**src/rtl/divider_pkg.sv**
```systemverilog
`default_nettype none
// ============================================================================
//  Module      : divider_pkg
//  Description : Shared definitions for the divider cross-check sweeper.
//                Holds the sweeper FSM state encoding and the default
//                parameter values used by the top level.
//  Revision    : 1.0  initial release
// ============================================================================
package divider_pkg;

    // Default parameter values for divider_sweeper
    localparam int c_def_width   = 8;
    localparam int c_def_timeout = 64;
    localparam int c_def_err_w   = 16;

    // Sweeper FSM state encoding
    localparam int             c_st_w      = 3;
    localparam logic [c_st_w-1:0] c_st_idle   = 3'd0;
    localparam logic [c_st_w-1:0] c_st_launch = 3'd1;
    localparam logic [c_st_w-1:0] c_st_settle = 3'd2;
    localparam logic [c_st_w-1:0] c_st_wait   = 3'd3;
    localparam logic [c_st_w-1:0] c_st_check  = 3'd4;
    localparam logic [c_st_w-1:0] c_st_next   = 3'd5;
    localparam logic [c_st_w-1:0] c_st_finish = 3'd6;

endpackage : divider_pkg
`default_nettype wire

```
**src/rtl/sweep_counter.sv**
```systemverilog
`default_nettype none
// ============================================================================
//  Module      : sweep_counter
//  Description : Operand pair generator for the divider sweep. The divisor
//                is the inner loop; the dividend advances when the divisor
//                wraps. Flags the final {all-ones, all-ones} pair.
//  Ports       : clk      - clock, rising edge
//                rst      - asynchronous reset, active-low
//                clr      - synchronous clear of both operands
//                inc      - advance to the next operand pair
//                dividend - current dividend
//                divisor  - current divisor
//                last     - current pair is the final one
//  Revision    : 1.0  initial release
// ============================================================================
module sweep_counter #(
    parameter int WIDTH = 8
) (
    input  logic             clk,
    input  logic             rst,
    input  logic             clr,
    input  logic             inc,
    output logic [WIDTH-1:0] dividend,
    output logic [WIDTH-1:0] divisor,
    output logic             last
);

    logic [WIDTH-1:0] r_dividend;
    logic [WIDTH-1:0] r_divisor;

    always_ff @(posedge clk or negedge rst) begin
        if (!rst) begin
            r_dividend <= '0;
            r_divisor  <= '0;
        end else if (clr) begin
            r_dividend <= '0;
            r_divisor  <= '0;
        end else if (inc) begin
            r_divisor <= r_divisor + 1'b1;
            if (&r_divisor) begin
                r_dividend <= r_dividend + 1'b1;
            end
        end
    end

    assign dividend = r_dividend;
    assign divisor  = r_divisor;
    assign last     = (&r_dividend) & (&r_divisor);

endmodule : sweep_counter
`default_nettype wire

```
**src/rtl/divider_sweeper.sv**
```systemverilog
`default_nettype none
// ============================================================================
//  Module      : divider_sweeper
//  Description : Drives two dividers (A and B) with every operand pair of
//                the WIDTH x WIDTH space and cross-checks their results.
//                Counts mismatches, divide-by-zero contract violations and
//                busy timeouts; records the operands of the first failure.
//  Ports       : clk, rst            - clock / async active-low reset
//                go                  - start pulse (ignored while busy)
//                abort               - end the sweep in progress
//                stop_on_err         - halt at the first failing operation
//                strt                - start pulse to both dividers
//                dividend, divisor   - operands to both dividers
//                quotient_*, remainder_*, not_valid_*, idle_* - divider A/B
//                busy, done, pass    - sweep status
//                err_cnt             - saturating error count
//                timeout_flag        - at least one timeout seen
//                fail_dividend/divisor - operands of the first failure
//  Revision    : 1.0  initial release
// ============================================================================
module divider_sweeper
    import divider_pkg::*;
#(
    parameter int WIDTH   = c_def_width,
    parameter int TIMEOUT = c_def_timeout,
    parameter int ERR_W   = c_def_err_w
) (
    input  logic             clk,
    input  logic             rst,
    input  logic             go,
    input  logic             abort,
    input  logic             stop_on_err,
    output logic             strt,
    output logic [WIDTH-1:0] dividend,
    output logic [WIDTH-1:0] divisor,
    input  logic [WIDTH-1:0] quotient_a,
    input  logic [WIDTH-1:0] remainder_a,
    input  logic [WIDTH-1:0] quotient_b,
    input  logic [WIDTH-1:0] remainder_b,
    input  logic             not_valid_a,
    input  logic             idle_a,
    input  logic             not_valid_b,
    input  logic             idle_b,
    output logic             busy,
    output logic             done,
    output logic             pass,
    output logic [ERR_W-1:0] err_cnt,
    output logic             timeout_flag,
    output logic [WIDTH-1:0] fail_dividend,
    output logic [WIDTH-1:0] fail_divisor
);

    localparam int               CNT_W       = $clog2(TIMEOUT + 1);
    localparam logic [CNT_W-1:0] c_wait_last = CNT_W'(TIMEOUT - 1);

    logic [c_st_w-1:0] r_state;
    logic [c_st_w-1:0] w_next_state;
    logic [CNT_W-1:0]  r_wait_cnt;
    logic              r_timed_out;
    logic [ERR_W-1:0]  r_err_cnt;
    logic              r_timeout_flag;
    logic [WIDTH-1:0]  r_fail_dividend;
    logic [WIDTH-1:0]  r_fail_divisor;
    logic              r_done;
    logic              r_pass;

    logic w_busy;
    logic w_abort;
    logic w_start;
    logic w_clr;
    logic w_inc;
    logic w_last;
    logic w_both_idle;
    logic w_timeout;
    logic w_cmp_err;
    logic w_check_err;
    logic w_op_err;
    logic w_new_err;
    logic w_to_finish;

    // ------------------------------------------------------------------
    // Operand pair counter
    // ------------------------------------------------------------------
    sweep_counter #(
        .WIDTH (WIDTH)
    ) u_sweep_counter (
        .clk      (clk),
        .rst      (rst),
        .clr      (w_clr),
        .inc      (w_inc),
        .dividend (dividend),
        .divisor  (divisor),
        .last     (w_last)
    );

    assign w_busy      = (r_state != c_st_idle) && (r_state != c_st_finish);
    assign w_abort     = abort && w_busy;
    assign w_start     = go && (r_state == c_st_idle);
    assign w_both_idle = idle_a && idle_b;

    // Timeout fires on the last allowed WAIT cycle unless both report idle.
    assign w_timeout = (r_state == c_st_wait) && !w_both_idle &&
                       (r_wait_cnt == c_wait_last);

    // Quotient/remainder only matter when at least one divider claims a
    // valid result; a zero divisor must be flagged not-valid by both.
    assign w_cmp_err = (not_valid_a != not_valid_b) ||
                       (!(not_valid_a && not_valid_b) &&
                        ((quotient_a != quotient_b) || (remainder_a != remainder_b))) ||
                       ((divisor == '0) && (!not_valid_a || !not_valid_b));

    // A timed-out operation is not compared, so at most one error is
    // counted per operation.
    assign w_check_err = (r_state == c_st_check) && !r_timed_out && w_cmp_err;
    assign w_op_err    = r_timed_out || w_check_err;
    assign w_new_err   = (w_timeout || w_check_err) && !w_abort;
    assign w_to_finish = (w_next_state == c_st_finish) && (r_state != c_st_finish);

    // ------------------------------------------------------------------
    // FSM
    // ------------------------------------------------------------------
    always_ff @(posedge clk or negedge rst) begin
        if (!rst) begin
            r_state <= c_st_idle;
        end else begin
            r_state <= w_next_state;
        end
    end

    always_comb begin
        w_next_state = r_state;
        w_clr        = 1'b0;
        w_inc        = 1'b0;
        case (r_state)
            c_st_idle: begin
                if (go) begin
                    w_next_state = c_st_launch;
                    w_clr        = 1'b1;
                end
            end
            c_st_launch: w_next_state = c_st_settle;
            c_st_settle: w_next_state = c_st_wait;
            c_st_wait: begin
                if (w_both_idle || w_timeout) begin
                    w_next_state = c_st_check;
                end
            end
            c_st_check: begin
                if (stop_on_err && w_op_err) begin
                    w_next_state = c_st_finish;
                end else begin
                    w_next_state = c_st_next;
                end
            end
            c_st_next: begin
                if (w_last) begin
                    w_next_state = c_st_finish;
                end else begin
                    w_next_state = c_st_launch;
                    w_inc        = 1'b1;
                end
            end
            c_st_finish: w_next_state = c_st_idle;
            default:     w_next_state = c_st_idle;
        endcase
        // Abort overrides everything and freezes the operands.
        if (w_abort) begin
            w_next_state = c_st_finish;
            w_inc        = 1'b0;
        end
    end

    // ------------------------------------------------------------------
    // WAIT cycle counter and per-operation timeout marker
    // ------------------------------------------------------------------
    always_ff @(posedge clk or negedge rst) begin
        if (!rst) begin
            r_wait_cnt  <= '0;
            r_timed_out <= 1'b0;
        end else begin
            if (r_state == c_st_settle) begin
                r_wait_cnt <= '0;
            end else if (r_state == c_st_wait) begin
                r_wait_cnt <= r_wait_cnt + 1'b1;
            end
            if (r_state == c_st_launch) begin
                r_timed_out <= 1'b0;
            end else if (w_timeout) begin
                r_timed_out <= 1'b1;
            end
        end
    end

    // ------------------------------------------------------------------
    // Error bookkeeping and completion status
    // ------------------------------------------------------------------
    always_ff @(posedge clk or negedge rst) begin
        if (!rst) begin
            r_err_cnt       <= '0;
            r_timeout_flag  <= 1'b0;
            r_fail_dividend <= '0;
            r_fail_divisor  <= '0;
            r_done          <= 1'b0;
            r_pass          <= 1'b0;
        end else if (w_start) begin
            r_err_cnt       <= '0;
            r_timeout_flag  <= 1'b0;
            r_fail_dividend <= '0;
            r_fail_divisor  <= '0;
            r_done          <= 1'b0;
            r_pass          <= 1'b0;
        end else begin
            if (w_new_err) begin
                if (r_err_cnt == '0) begin
                    r_fail_dividend <= dividend;
                    r_fail_divisor  <= divisor;
                end
                if (r_err_cnt != {ERR_W{1'b1}}) begin
                    r_err_cnt <= r_err_cnt + 1'b1;
                end
            end
            if (w_timeout && !w_abort) begin
                r_timeout_flag <= 1'b1;
            end
            // Status is set on entry to FINISH so it is visible there;
            // the error landing in this same cycle is folded in.
            if (w_to_finish) begin
                r_done <= 1'b1;
                r_pass <= !w_abort && (r_err_cnt == '0) && !w_new_err;
            end
        end
    end

    assign strt          = (r_state == c_st_launch);
    assign busy          = w_busy;
    assign done          = r_done;
    assign pass          = r_pass;
    assign err_cnt       = r_err_cnt;
    assign timeout_flag  = r_timeout_flag;
    assign fail_dividend = r_fail_dividend;
    assign fail_divisor  = r_fail_divisor;

endmodule : divider_sweeper
`default_nettype wire
```
**config.mk**
```make
export PLATFORM = sky130hd
export DESIGN_NAME = divider_sweeper
export DESIGN_NICKNAME = d
export VERILOG_FILES = /design/src/rtl/divider_pkg.sv /design/src/rtl/sweep_counter.sv /design/src/rtl/divider_sweeper.sv
export SDC_FILE = /design/constraint.sdc
export NUM_CORES = 1
export LEC_CHECK = 0
export CELL_PAD_IN_SITES_DETAIL_PLACEMENT = 0
export CELL_PAD_IN_SITES_GLOBAL_PLACEMENT = 1
export CORE_ASPECT_RATIO = 0.75
export CORE_MARGIN = 2
export CORE_UTILIZATION = 39
export CTS_BUF_LIST = sky130_fd_sc_hd__clkbuf_4 sky130_fd_sc_hd__clkbuf_8 sky130_fd_sc_hd__clkbuf_16
export CTS_CLUSTER_DIAMETER = 150
export DETAILED_ROUTE_END_ITERATION = 10
export GPL_TIMING_DRIVEN = 0
export PLACE_DENSITY = 0.87
export SYNTH_ARGS = -nofsm -noshare
export SYNTH_HDL_FRONTEND = slang
export SYNTH_SLANG_ARGS = --single-unit
export TNS_END_PERCENT = 100
```
**constraint.sdc**
```tcl
create_clock -name clk -period 5.5 [get_ports clk]
set_input_delay 0.825 -clock clk [delete_from_list [all_inputs] [get_ports clk]]
set_output_delay 0.825 -clock clk [all_outputs]
set_load 0.1 [all_outputs]
```
### Word-level counts from Yosys, hierarchy flattened

Index checks and enable logic that the tools add are counted.

| storage, ports and cells | value |
|---|---|
| bits in registers | 62 |
| latch bits | 0 |
| memory bits (writable) | 0 |
| ROM bits | 0 |
| output and inout port bits | 53 |
| memories | 0 |

| cells by class | value |
|---|---|
| add/sub/neg operators | 4 |
| multiply operators | 0 |
| divide/modulo/power cells | 0 |
| magnitude comparators | 0 |
| equal/unequal tests | 12 |
| shifts and indexed selects | 0 |
| muxes and demuxes | 35 |
| bitwise gates (word level) | 1 |
| reductions and logical operators | 49 |

Operators with widths:

| operator | count |
|---|---|
| 8-bit 2-to-1 mux | 11 |
| 16-bit 2-to-1 mux | 3 |
| 3-bit case mux with 6 select lines | 1 |
| 2-bit nonzero test | 9 |
| 1-bit logical AND | 17 |
| 16-bit by 1-bit adder with 16-bit output, second input constant | 1 |
| 8-bit by 1-bit adder with 8-bit output, second input constant | 2 |
| 16-bit logical NOT | 1 |
| 16-bit != test, second input constant | 1 |
| 8-bit != test | 2 |
| 8-bit AND reduction | 2 |
| 7-bit 2-to-1 mux | 2 |
| 1-bit 2-to-1 mux | 13 |
| 3-bit 2-to-1 mux | 4 |
| 3-bit == test, second input constant | 3 |
| 8-bit logical NOT | 1 |
| 7-bit by 1-bit adder with 7-bit output, second input constant | 1 |
| 7-bit by 6-bit == test with 1-bit output, second input constant | 1 |
| 1-bit logical NOT | 7 |
| 1-bit logical OR | 7 |
| 3-bit by 2-bit == test with 1-bit output, second input constant | 2 |
| 2-bit AND reduction | 3 |
| 3-bit by 1-bit == test with 1-bit output, second input constant | 1 |
| 3-bit logical NOT | 1 |
| 5 further kinds | 5 |

### Depth between registers and ports, before layout

Gate-level depths: netlist of the first run.

| depth | value |
|---|---|
| depth after elaboration | 15 |
| mapped depth | 10 |
| mapped depth without buffers | 8 |

### Hierarchy

From an unflattened synthesis of the first run, not the netlist that was laid out.

| second synthesis, totals | value |
|---|---|
| cell total of the unflattened synthesis | 369 |
| area, all modules | 3,558.4 µm² |

Modules (own cells, without submodules):

| module | instances | cells each | area each (µm²) | seq. area each (µm²) |
|---|---|---|---|---|
| divider_sweeper | 1 | 279 | 2,691.3 | 1,151.1 |
| sweep_counter | 1 | 90 | 867.1 | 400.4 |

### Worst setup path before layout of the first run

OpenSTA, ideal clock, no wires.

| timing path | value |
|---|---|
| kind | register -> register |
| start | register u_sweep_counter.r_divisor[0] (netlist: u_sweep_counter.divisor[0]) |
| end | register r_fail_divisor[0] (netlist: fail_divisor[0]) |
| data arrival time | 2.827 ns |
| required time | 5.372 ns |
| path slack | 2.545 ns |
| cell stages (with the launch flop) | 10 |
| cell sequence | dfrtp_1 -> inv_1 -> ha_1 -> nor4b_2 -> a2111oi_1 -> a211o_1 -> and2_1 -> buf_6 -> a21oi_4 -> mux2_1 |

| on the way | value |
|---|---|
| word-level cells in the longest chain between the ends | 8 |
| elaborated cells between the ends (all ways) | 11 |
| those cells by class | mux (3); reduce/logical (8) |

RTL lines:

| what | line | RTL |
|---|---|---|
| start: declaration | sweep_counter.sv:29 | `logic [WIDTH-1:0] r_divisor;` |
| start signal: assignment | sweep_counter.sv:39 | `r_divisor <= r_divisor + 1'b1;` |
| 8-bit logical NOT | divider_sweeper.sv:110 | `((divisor == '0) && (!not_valid_a \|\| !not_valid_b));` |
| 1-bit logical AND | divider_sweeper.sv:110 |  |
| 1-bit logical OR | divider_sweeper.sv:109 | `((quotient_a != quotient_b) \|\| (remainder_a != remainder_b))) \|\|` |
| 1-bit logical AND | divider_sweeper.sv:114 | `assign w_check_err = (r_state == c_st_check) && !r_timed_out && w_cmp_err;` |
| 1-bit logical OR | divider_sweeper.sv:116 | `assign w_new_err = (w_timeout \|\| w_check_err) && !w_abort;` |
| 1-bit logical AND | divider_sweeper.sv:116 |  |
| 2-bit nonzero test (no line) | -- |  |
| 2-bit AND reduction (no line) | -- |  |
| end signal: assignment | divider_sweeper.sv:216 | `r_fail_divisor <= divisor;` |
| end: declaration | divider_sweeper.sv:63 | `logic [WIDTH-1:0] r_fail_divisor;` |

Several ways; a longest one is shown, not always the timed one. The select of a mux whose other input is x is not followed.
A chain may end at the register's enable or synchronous reset.

### Worst setup path after layout of the first run

| timing path | value |
|---|---|
| start | register r_state[1] |
| end | output port busy |

| on the way | value |
|---|---|
| word-level cells in the longest chain between the ends | 2 |
| elaborated cells between the ends (all ways) | 3 |
| those cells by class | eq/ne (1); reduce/logical (2) |

RTL lines:

| what | line | RTL |
|---|---|---|
| start: declaration | divider_sweeper.sv:56 | `logic [c_st_w-1:0] r_state;` |
| start signal: assignment | divider_sweeper.sv:124 | `r_state <= c_st_idle;` |
| start signal: assignment | divider_sweeper.sv:126 | `r_state <= w_next_state;` |
| 3-bit != test / 3-bit nonzero test (equally long branches) | divider_sweeper.sv:96 | `assign w_busy = (r_state != c_st_idle) && (r_state != c_st_finish);` |
| 1-bit logical AND (*) | divider_sweeper.sv:96 |  |
| end: declaration | divider_sweeper.sv:44 | `output logic busy,` |

Every way passes the cells marked *; elsewhere a longest branch is shown, timed or not.

==> key figures, run 1 <==
Run status
  • Status: completed

Synthesis
  • Synth area leaders: dfrtp_1 (44%), xnor2_1 (5.8%), mux2i_1 (5.7%), nand2_1 (5.5%), nor2_1 (4.0%)
  • Simple-gate share of the synthesized area: 22.3%
  • Top FF cell, synth: dfrtp_1
  • Post-synthesis mux area share: 6.37%
  • Synth top cells by count: dfrtp_1 (62), nand2_1 (51), nor2_1 (37)
  • Post-Synth Adder-Cell Area: 2.50%
  • Post-synth EDFFs: 0
  • Post-synth ARST share: 100%
  • Top-area cell type share of the netlist area: 44.4%
  • Yosys warning count: 0
  • Most frequent cell after synthesis: dfrtp_1
  • Synthesized area: 3500 sq um
  • FF+latch count, synth: 62
  • Post-synthesis compound-gate area fraction: 11.9%
  • Post-synthesis xor/xnor area fraction: 7.76%
  • Largest family of logic cells by synthesized area: simple AND/OR/NAND/NOR gates
  • Sequential fraction of the synthesis area: 44.4%
  • Syn avg cell area: 9.43 sq um
  • Synth area leader: dfrtp_1
  • Netlist cell types: 53
  • Synth Instances: 371
  • Mapped Nets: 419

Layout
  • Antenna fix cells: 0
  • Layout Cells excl Fill: 588
  • Share of cells above drive strength 1: 7.29%
  • Post-route cell area: 4890 sq um
  • Area Growth Syn to Fin: 39.8%
  • FILL cells: 786
  • Nets@finish: 523
  • Util after Layout: 56.9%

Placement
  • Port Buf Inserts: 93
  • Final HPWL DP: 6450 um
  • Placement Setup Slack: 2.18 ns
  • Area after DPL: 4560 sq um
  • RePlAce Congestion: 0.895
  • Inst Count DP: 572

Timing
  • RSZ-0062 raised after global routing: no
  • Final Hold Violating Endpoints: 0
  • Fmax: 0.310 GHz
  • Final min period: 3.23 ns
  • Worst Tran Pin Value: 0.992 ns
  • Final setup TNS: 0 ns
  • Final setup viols: 0
  • Slew margin rel.: 33.7%
  • Slew Limit Fails: 0
  • Worst clock skew: 0.00559 ns
  • Worst setup margin: 2.27 ns
  • Final period utilization: 58.7%

Routing
  • Post-route ant nets: 0
  • Detailed Route Iter0 Violations: 171
  • DR vias: 3117
  • Via-to-Cell Ratio: 5.30
  • Mean routed wirelength per cell: 15.0 um
  • First-pass DRT Iterations: 4
  • Residual DRC: 0
  • Routed WL: 8790 um

CTS
  • CTS tree: yes
  • Resized Gates After CTS: 0
  • CTS sink cnt: 62
  • Post CTS Setup Buffer Count: 0
  • CTS clk-pin slew, worst paths: 0.06 ns
  • CTS Buf Count: 9
  • Htree depth: 3
  • Clock Latency Late Sink: 0.33 ns
  • Clock buffer depth: 2
  • Clock root cell: clkbuf_16
  • CTS Hold Bufs: 0

Worst setup path
  • Critical path cell sequence: nor2b_1 -> or3_1 -> clkdlybuf4s50_1
  • CP max-delay cell: clkdlybuf4s50_1
  • CP arrival: 2.40 ns
  • CP Buf/Inv Count: 1
  • CP peak stage delay: 1.15 ns
  • CP endpoint kind: output port
  • Worst Path Required: 4.68 ns
  • Worst-path maximum fanout: 6
  • CP top delay family: buffers and inverters
  • CP startpoint kind: flop
  • Worst Path Class, Setup: reg2out

Floorplanning
  • Core Footprint: 8600 sq um
  • Starting Density: 40.7%
  • DIE HEIGHT: 86.0 um
  • Die X-Extent: 113 um
  • I/O pin count: 94
  • Die outline area: 9750 sq um
  • Row Count: 29

Global route
  • GRT Resource Usage Total: 19.1%
  • Total congestion overflow: 0
  • Initial antenna violation count: 0
  • First-pass GRT wire length: 14800 um
  • Largest net degree at the start of global routing: 63
  • Vias in the first global route: 3040

Pwr
  • Pwr/cell area: 551 nW/um^2
  • Static Leakage: 2.00 nW
  • VDD IR max: 345 uV

Job
  • Max-Cap Viols: 0

Worst hold path
  • Hold Crit Class: reg2reg
## tightest hold or removal path, stage by stage, from the launching register on
cell     delay, ns
dfrtp_1       0.37
nand2_1       0.06
nand2_1       0.05
## layout by cell type, fill, tap and decap left out, types with 4 or more instances in the layout
cell type / n
nand4_1: 12
nor2_1: 37
dfrtp_1: 62
nand2_1: 51
ha_1: 7
and2_1: 4
clkbuf_16: 9
nor3_1: 5
nor4_1: 5
a21oi_1: 10
inv_1: 26
a21o_1: 5
a22o_1: 4
nor2b_1: 4
and3_1: 4
mux2i_1: 20
or3_1: 5
xnor2_1: 23
xor2_1: 8
o21ai_0: 10
nand3_1: 14
clkdlybuf4s50_1: 92
clkbuf_1: 8
## final cells by class
| type | instances | area (sq um) | area share, % |
|---|---|---|---|
| timing repair buffer | 93 | 928 | 19.0 |
| clock inverter | 5 | 82.6 | 1.69 |
| clock buffer | 11 | 246 | 5.04 |
| buffer | 12 | 71.3 | 1.46 |
| inverter | 26 | 97.6 | 2.00 |
| tap | 108 | 135 | 2.76 |
| multi-input combinational | 271 | 1780 | 36.3 |
| sequential | 62 | 1550 | 31.7 |
## logic make-up (layout without fill, tap and decap cells)
family          count (synthesis)  count (layout)
simple gates                  155             155
flops                          62              62
compound gates                 56              56
buf+inv                        38             147
xor+xnor                       31              31
mux                            22              22
fa+ha+maj                       7               7
## power by group
part | switching, W | total [W] | internal, W
clock network | 0.000203 | 0.000617 | 0.000414
registers | 0.000101 | 0.000668 | 0.000567
logic | 0.00105 | 0.00141 | 0.000356
total | 0.00136 | 0.00269 | 0.00134
## registers in the layout, summed over array words and instances (netlist names), 3 cells and up
signal,flops
fail_dividend,8
err_cnt,16
r_state,3
fail_divisor,8
u_sweep_counter.dividend,8
r_wait_cnt,7
u_sweep_counter.divisor,8
## final timing paths
| check | to | slack, ns | from | depth (start not counted) |
|---|---|---|---|---|
| max | busy | 2.27 | r_state[1] | 3 |
| min | r_wait_cnt[1] | 0.50 | r_wait_cnt[1] | 2 |
| max reg2reg | fail_dividend[0] | 2.89 | r_wait_cnt[0] | 10 |
| min reg2reg | r_wait_cnt[1] | 0.50 | r_wait_cnt[1] | 2 |
| max in group asynchronous | err_cnt[13] | 4.39 | rst | 1 |
| min in group asynchronous | fail_divisor[4] | 0.58 | rst | 1 |
## metal layers
metal  global-route usage (%)  share of wire (%)
met4                     4.43                1.2
met3                     6.22                7.1
met5                        0                  0
met2                     30.7                 46
met1                     25.3                 46
## metrics by stage
stage                     hold slack [ns]  total power [W]
after floorplan                     0.466          0.00173
after global placement              0.472          0.00207
after detailed placement            0.492          0.00209
after CTS                           0.509          0.00272
after global routing                0.536          0.00283
final                               0.504          0.00269
Power figures use the tool's default switching activity.
==> inputs of run 2 (changes only) <==
- CORE_UTILIZATION: 39 -> 33
- PLACE_DENSITY: 0.87 -> 0.79
- clock period: 5.5 -> 2.9 ns (I/O delays scaled with it)
==> key figures, run 2 (synthesized netlist as in run 1, its figures left out) <==
Global route
  • Total congestion overflow: 0
  • GRT Resource Usage Total: 16.8%
  • Initial antenna violation count: 0
  • Vias in the first global route: 3014
  • First-pass GRT wire length: 14800 um
  • Largest net degree at the start of global routing: 63

Timing
  • Final Hold Violating Endpoints: 0
  • Worst setup margin: 0.224 ns
  • Final min period: 2.68 ns
  • Hold Worst Slack: 0.172 ns
  • Worst Tran Pin Value: 1.00 ns
  • Slew margin rel.: 32.8%
  • Final period utilization: 92.3%
  • Worst clock skew: 0.00455 ns
  • Fmax: 0.374 GHz
  • Final setup viols: 0
  • Slew Limit Fails: 0
  • RSZ-0062 raised after global routing: no

Floorplanning
  • DIE HEIGHT: 93.2 um
  • Row Count: 32
  • Die outline area: 11400 sq um
  • Core Footprint: 10300 sq um
  • Die X-Extent: 123 um
  • I/O pin count: 94
  • Starting Density: 34.0%

Layout
  • Area of the multi-input gates: 1780 sq um
  • FILL cells: 958
  • Commonest cells after routing, fill and taps aside: clkdlybuf4s50_1 (90), dfrtp_1 (60), nand2_1 (51)
  • Share of cells above drive strength 1: 7.71%
  • Max FFs per register: 16
  • Nets@finish: 523
  • Commonest non-fill, non-tap cell in the layout: clkdlybuf4s50_1
  • FF/Latch Area: 1550 sq um
  • Antenna fix cells: 0
  • Post-route cell area: 4930 sq um
  • Layout Cells excl Fill: 616
  • Area Growth Syn to Fin: 41.0%

CTS
  • Clock buffer depth: 2
  • CTS tree: yes
  • CTS sink cnt: 62
  • Clock Latency Late Sink: 0.33 ns
  • Htree depth: 3
  • CTS clk-pin slew, worst paths: 0.05 ns
  • CTS Hold Bufs: 0
  • Post CTS Setup Buffer Count: 0
  • CTS Buf Count: 9
  • Clock root cell: clkbuf_16

Worst setup path
  • Worst Path Class, Setup: reg2reg
  • CP startpoint kind: flop
  • CP arrival: 2.92 ns
  • CP endpoint kind: flop
  • Worst-path maximum fanout: 10
  • Worst Path Required: 3.15 ns
  • R2r worst-path depth: 10

Placement
  • Inst Count DP: 600
  • RePlAce Congestion: 0.853
  • Final HPWL DP: 6570 um
  • Area after DPL: 4600 sq um
  • Placement Setup Slack: 0.0762 ns
  • Port Buf Inserts: 93

Routing
  • First-pass DRT Iterations: 4
  • Via-to-Cell Ratio: 5.02
  • Routed WL: 8970 um
  • Mean routed wirelength per cell: 14.6 um
  • Residual DRC: 0
  • Detailed Route Iter0 Violations: 186
  • Post-route ant nets: 0
  • DR vias: 3091

Pwr
  • VDD IR max: 339 uV
  • Static Leakage: 2.02 nW
  • Pwr/cell area: 1040 nW/um^2

Worst hold path
  • Hold Crit Class: in2async

Run status
  • Status: completed

Job
  • Max-Cap Viols: 0
==> run 2: power by group <==
| part | switching, W | total [W] | internal [W] |
|---|---|---|---|
| registers | 0.000195 | 0.00127 | 0.00108 |
| clock network | 0.000407 | 0.00119 | 0.000787 |
| logic | 0.00200 | 0.00268 | 0.000677 |
| total | 0.00260 | 0.00514 | 0.00254 |
==> run 2: timing repair <==
item / in CTS / in global routing
resized for setup: 0 / 2
endpoints found under the hold margin: 0 / 0
endpoints found under the setup margin: 0 / 2
==> run 2: final cells by class <==
cell class / count / share of cell area [%]
sequential: 62 / 31.5
multi-input combinational: 271 / 36.0
inverter: 26 / 1.98
clock buffer: 11 / 5.00
timing repair buffer: 93 / 18.9
buffer: 12 / 1.45
tap: 136 / 3.45
clock inverter: 5 / 1.65
==> run 2: routing by layer <==
layer	wire (um)	vias to the layer above	share of wire, %	GRT usage (%)
met5	0	-	0	0
met4	76	0	0.85	4.79
met3	581	9	6.5	6.10
met2	4070	90	45	25.9
met1	4240	1487	47	22.0
li1	-	1505	-	-
==> run 2: path summary, 6_finish.rpt <==
kind                                       from                    endpoint  slack (ns)
worst max-delay path              r_wait_cnt[0]            fail_dividend[6]        0.22
worst min-delay path                        rst             fail_divisor[3]        0.17
worst max register to register    r_wait_cnt[0]            fail_dividend[6]        0.22
worst min register to register  fail_divisor[0]             fail_divisor[0]        0.49
max in group asynchronous                   rst  u_sweep_counter.divisor[1]        2.15
min in group clk                fail_divisor[0]             fail_divisor[0]        0.49
==> run 2: metrics by stage <==
step	setup TNS [ns]	total power, W	utilization (%)
floorplan	0	0.00327	-
global placement	-45.12	0.00395	44.7
detailed placement	0	0.00397	44.7
CTS	0	0.00518	47.9
global route	0	0.00539	47.9
finish	0	0.00514	47.9
==> run 2: critical path: stages, from the launching register on <==
cell,delay (ns)
dfrtp_1,0.39
ha_1,0.22
nand3_2,0.15
nor4b_2,0.33
nor3b_2,0.31
nor2_2,0.12
and2_1,0.17
buf_6,0.13
a21oi_4,0.35
buf_8,0.21
mux2i_1,0.20
==> inputs of run 3 (changes only) <==
- ABC_CLOCK_PERIOD_IN_PS: default -> 3090
- CORE_UTILIZATION: 33 -> 39
- PLACE_DENSITY: 0.79 -> 0.87
- clock period: 2.9 -> 3.09 ns (I/O delays scaled with it)
==> results of run 3 <==
The final DEF is identical to that of run 1. Status: completed.
Among the figures that moved: setup slack after placement 2.18 ns -> 0.128 ns; setup slack after layout 2.27 ns -> 0.222 ns; hold slack 0.504 ns -> 0.218 ns; register-to-register setup slack 2.89 ns -> 0.48 ns; total power 0.00269 W -> 0.00480 W; worst IR drop on VDD 345 uV -> 614 uV
==> RTL edit 1, RTL diff (settings of run 2) <==
`c_def_err_w`: 16 -> 32.
--- a/src/rtl/divider_pkg.sv
+++ b/src/rtl/divider_pkg.sv
@@ -13,3 +13,3 @@
     localparam int c_def_timeout = 64;
-    localparam int c_def_err_w   = 16;
+    localparam int c_def_err_w   = 32;
 
Interface: changed (resized err_cnt); port bits go from 94 to 110. No check against the original RTL was run, so the function may have changed too.
==> RTL edit 1 against run 2 <==
Via count grew 35%; combinational power shrank 39%; routed wire length up 46%; design area increased by 24%; global-route usage is 1.8 points higher; sequential cell count rose by 16; power fell by 23%; worst setup slack worse by 99 ps; area after synthesis increased by 26%; worst hold slack better by 320 ps; die area is 25% higher.
==> RTL edit 1: results (changes against run 2) <==
[placed_design]
dp_cells=758  ; +26%
dp_hpwl_mm=9.57  ; +46%
dpl_worst_slack_ps=-421  ; -498 ps
place_congestion=0.836  ; -2.0%
placed_area_sq_mm=0.00577  ; +25%
io_buffers=109  ; +17%

[logic_synthesis]
muxShareOfSynthArea=0.0499  ; -0.0138
seq_area_frac_synth=0.442  ; -0.00160
synth-async-reset-ratio=1.00  ; unchanged
synth-compound-area-share=0.138  ; +0.0191
synth.avg_cell_area_sq_um=9.26  ; -1.8%
ys_types=49  ; -7.5%
synth_fa_ha_area_frac=0.0198  ; -0.00521
syn_nets=525  ; +25%
synthTopCellsByCount=dfrtp_1 (78), nor2_1 (70), nand2_1 (46)
synthXorXnorAreaFrac=0.0714  ; -0.00623
ys_top_cells_by_area=dfrtp_1 (44%), nor2_1 (6.0%), mux2i_1 (5.0%)

[final_layout]
antenna_cells=0  ; unchanged
n_fill_cell=1256  ; +31%
largest_reg_flops=32  ; +16
nets=648  ; +24%
drive_gt1_frac=0.112  ; +0.0353

[sta]
finClkSkew_ps=6.71  ; +2.15 ps
whs_ps=496  ; +324 ps
fin_ws_ps=125  ; -99.4 ps
relSlewSlack=0.312  ; -0.0156

[routing]
first_pass_iters=5  ; +1
viasPerCell=5.36  ; +6.8%
vias=4160  ; +35%
antenna_left=0  ; unchanged
routedWlPerCell_um=16.9  ; +16%
drt_first_iter_violations=252  ; +35%

[clock_network]
cts-root-buf=clkbuf_16
clock_latency_ps=340
cts_max_level=3  ; unchanged
clkTransAtPathRegs_ps=60

[outcome]
status=finished clean

[power]
p_int_uw=2230  ; -12%
seq_power_share=0.324  ; +0.076
p_clk_frac=0.262  ; +0.030
p_leak_uw=0.00278  ; +38%
ir_drop_uv=523  ; +54%

[critical_path]
r2r_setup_slack_ps=150  ; -70 ps
critPathArrivalTime_ps=2340  ; -580 ps

[grt]
grt_start_max_net_pins=64  ; +1.6%
grt_pass1_wl_mm=20.8  ; +40%
grt_usage=0.186  ; +0.0180
grt_pass1_vias=4032  ; +34%

[RTL edit 1: cell count changes in the layout (fill, tap and decap cells not counted), sizes merged, moves of 13 or more]
cell                  run 2  this run
nor2                     39        70
a21oi                    11        24
dfrtp                    62        78
inv                      27        11
clkdlybuf4s50            90       106
xor2                      8        24
[RTL edit 1: layer usage]
metal,vias to the layer above,routed length [um],GRT usage
met2,148,5990,0.282
met1,2047,6100,0.261
li1,1956,-,-
met5,-,0,0
met4,0,108,0.0464
met3,9,893,0.0502
[RTL edit 1: timing repair]
action | in CTS | in global routing
setup buffers | 0 | 2
hold buffers | 1 | 0
endpoints found under the hold margin | 15 | 0
pin swaps | 0 | 1
setup endpoints to repair | 20 | 38
gates resized for setup | 6 | 7
[RTL edit 1: path summary, 6_finish.rpt]
kind / to / startpoint / cells after the start
setup / recovery: strt / r_state[0] / 3
hold / removal: err_cnt[7] / rst / 2
min in group clk: timeout_flag / timeout_flag / 2
setup reg to reg: err_cnt[27] / err_cnt[3] / 9
max in group asynchronous: u_sweep_counter.divisor[1] / rst / 3
hold reg to reg: timeout_flag / timeout_flag / 2
[RTL edit 1: critical path: stages, from the launching register on]
cell             delay, ps
dfrtp_1                380
clkbuf_1               380
nor3b_2                360
clkdlybuf4s15_1        880
[RTL edit 1: area by class of cell]
type	count	share of cell area
sequential	78	0.323
clock buffer	10	0.0382
buffer	23	0.0189
timing repair buffer	113	0.186
tap	171	0.0351
multi-input combinational	364	0.386
inverter	11	0.00677
clock inverter	6	0.00636
[RTL edit 1: metrics by stage]
| step | util | power, uW |
|---|---|---|
| 2_1_floorplan | - | 2430 |
| 5_1_grt | 0.469 | 4150 |
| 6_report | 0.469 | 3950 |
| 3_3_place_gp | 0.441 | 2880 |
| 4_1_cts | 0.466 | 3960 |
| 3_5_place_dp | 0.443 | 2910 |
==> RTL edit 2, RTL diff (flow settings as in run 2) <==
Made on the original files. Make the reset (`rst`) synchronous in 4 clocked blocks. Comments in the files are not updated.
--- a/src/rtl/sweep_counter.sv
+++ b/src/rtl/sweep_counter.sv
@@ -30,3 +30,3 @@
 
-    always_ff @(posedge clk or negedge rst) begin
+    always_ff @(posedge clk) begin
         if (!rst) begin
--- a/src/rtl/divider_sweeper.sv
+++ b/src/rtl/divider_sweeper.sv
@@ -121,3 +121,3 @@
     // ------------------------------------------------------------------
-    always_ff @(posedge clk or negedge rst) begin
+    always_ff @(posedge clk) begin
         if (!rst) begin
@@ -175,3 +175,3 @@
     // ------------------------------------------------------------------
-    always_ff @(posedge clk or negedge rst) begin
+    always_ff @(posedge clk) begin
         if (!rst) begin
@@ -196,3 +196,3 @@
     // ------------------------------------------------------------------
-    always_ff @(posedge clk or negedge rst) begin
+    always_ff @(posedge clk) begin
         if (!rst) begin
Function: differs if rst is asserted again (counterexample within 4 cycles, from zero or initial values and one cycle with rst low); with rst held inactive, the same outputs for 10 cycles.
==> RTL edit 2 against run 2 <==
Design area down 7.0%; sequential cell count stayed put; die area is 9.3% lower; area after synthesis is 9.7% lower; utilization rose by 2.1 points; worst setup slack worse by 62 ps; cell count is 0.16% higher; routed wire length up 3.7%; count of clock-buffer cells in the layout did not move; register-to-register slack gained 220 ps; largest cell class unchanged; synthesized cell count increased by 2.4%.
Power is not compared: it rests on default switching activity, and its combinational part moved more than twofold at a synthesized area within 25%.
==> RTL edit 2: results (changes against run 2) <==
[outcome]
status=finished clean

[logic_synthesis]
muxShareOfSynthArea=0.0127  ; -0.0510
ys_top_cells_by_area=dfxtp_1 (39%), xnor2_1 (6.4%), nand3_1 (4.9%)
synth-async-reset-ratio=0  ; -1.00
synthTopCellsByCount=dfxtp_1 (62), nand2_1 (41), nor2_1 (39)
synthXorXnorAreaFrac=0.0971  ; +0.0194
synth-compound-area-share=0.150  ; +0.0310
ys_types=45  ; -15%
seq_area_frac_synth=0.393  ; -0.0506
syn_nets=428  ; +2.1%
synth_fa_ha_area_frac=0.0277  ; +0.00269
syn_inst=380  ; +2.4%

[critical_path]
crit_end=strt
r2r_setup_slack_ps=440  ; +220 ps
critPathLaunch=r_state[0]
critPathArrivalTime_ps=2300  ; -620 ps
worstReg2RegStart=u_sweep_counter.divisor[0]
r2r_cells=8  ; -2
rr_endpoint=fail_dividend[2]

[grt]
grtUsageMet3=0.0651  ; +0.00409
grt_pass1_vias=3008  ; -0.20%
grt_pass1_wl_mm=14.8  ; -0.14%
antenna_found_initial=0  ; unchanged
grt_start_max_net_pins=12  ; -81%
grt_usage=0.183  ; +0.0153
use_met1=0.243  ; +0.0232
grt_util_met2=0.292  ; +0.0324

[worst_hold_path]
hold_class=reg -> reg
hp-start=fail_divisor[4]

[sta]
whs_ps=450  ; +278 ps
finClkSkew_ps=6.70  ; +2.15 ps
relSlewSlack=0.323  ; -0.00529
finalCritPeriodShare=0.944  ; +0.0215

[placed_design]
placed_area_sq_mm=0.00425  ; -7.6%
dp_cells=601  ; +0.17%
dpl_worst_slack_ps=181  ; +105 ps
dp_hpwl_mm=6.81  ; +3.6%
place_congestion=0.822  ; -3.6%
io_buffers=93  ; unchanged

[routing]
drt-met1-wl_mm=4.47  ; +5.4%
wl_mm=9.30  ; +3.7%
wl_met3_um=851  ; +46%
routedWlPerCell_um=15.1  ; +3.6%
dr.max_layer_used=met3
drt_first_iter_violations=155  ; -17%
wl_met2_mm=3.99  ; -2.1%
viasPerCell=5.03  ; +0.23%

[final_layout]
n_fill_cell=929  ; -3.0%
nets=532  ; +1.7%
drive_gt1_frac=0.0654  ; -0.0116
design_area_sq_mm=0.00459  ; -7.0%

[clock_network]
cts_resized=0  ; unchanged
clock_latency_ps=320
clock_path_buffers=2  ; unchanged
clkTransAtPathRegs_ps=60

-- RTL edit 2: changes by cell type after synthesis, moves of 9 or more --
cell,delta
a21oi_1,+9
dfrtp_1,-62
dfxtp_1,+62
inv_1,-11
mux2i_1,-16
nand2_1,-10
nand3_1,+17
o21ai_1,+17
-- RTL edit 2: power by group through the flow --
stage                     clock [uW]  combinational (uW)  sequential (uW)
after global placement             0                 726              929
after floorplan                    0                 424             1000
after CTS                       1210                 737              913
after detailed placement           0                 732              932
final                           1190                 731              912
after global routing            1260                 786              916
-- RTL edit 2: critical path, stage by stage (launching register included) --
cell and delay [ps]:
dfxtp_1 400, buf_2 230, and2_1 190, clkdlybuf4s50_1 1150
-- RTL edit 2: area by class of cell --
class	count	area share
Clock inverter	5	0.0177
Multi-Input combinational cell	288	0.390
Tap cell	128	0.0349
Buffer	15	0.0153
Clock buffer	11	0.0551
Inverter	15	0.0123
Sequential cell	62	0.271
Timing Repair Buffer	93	0.204
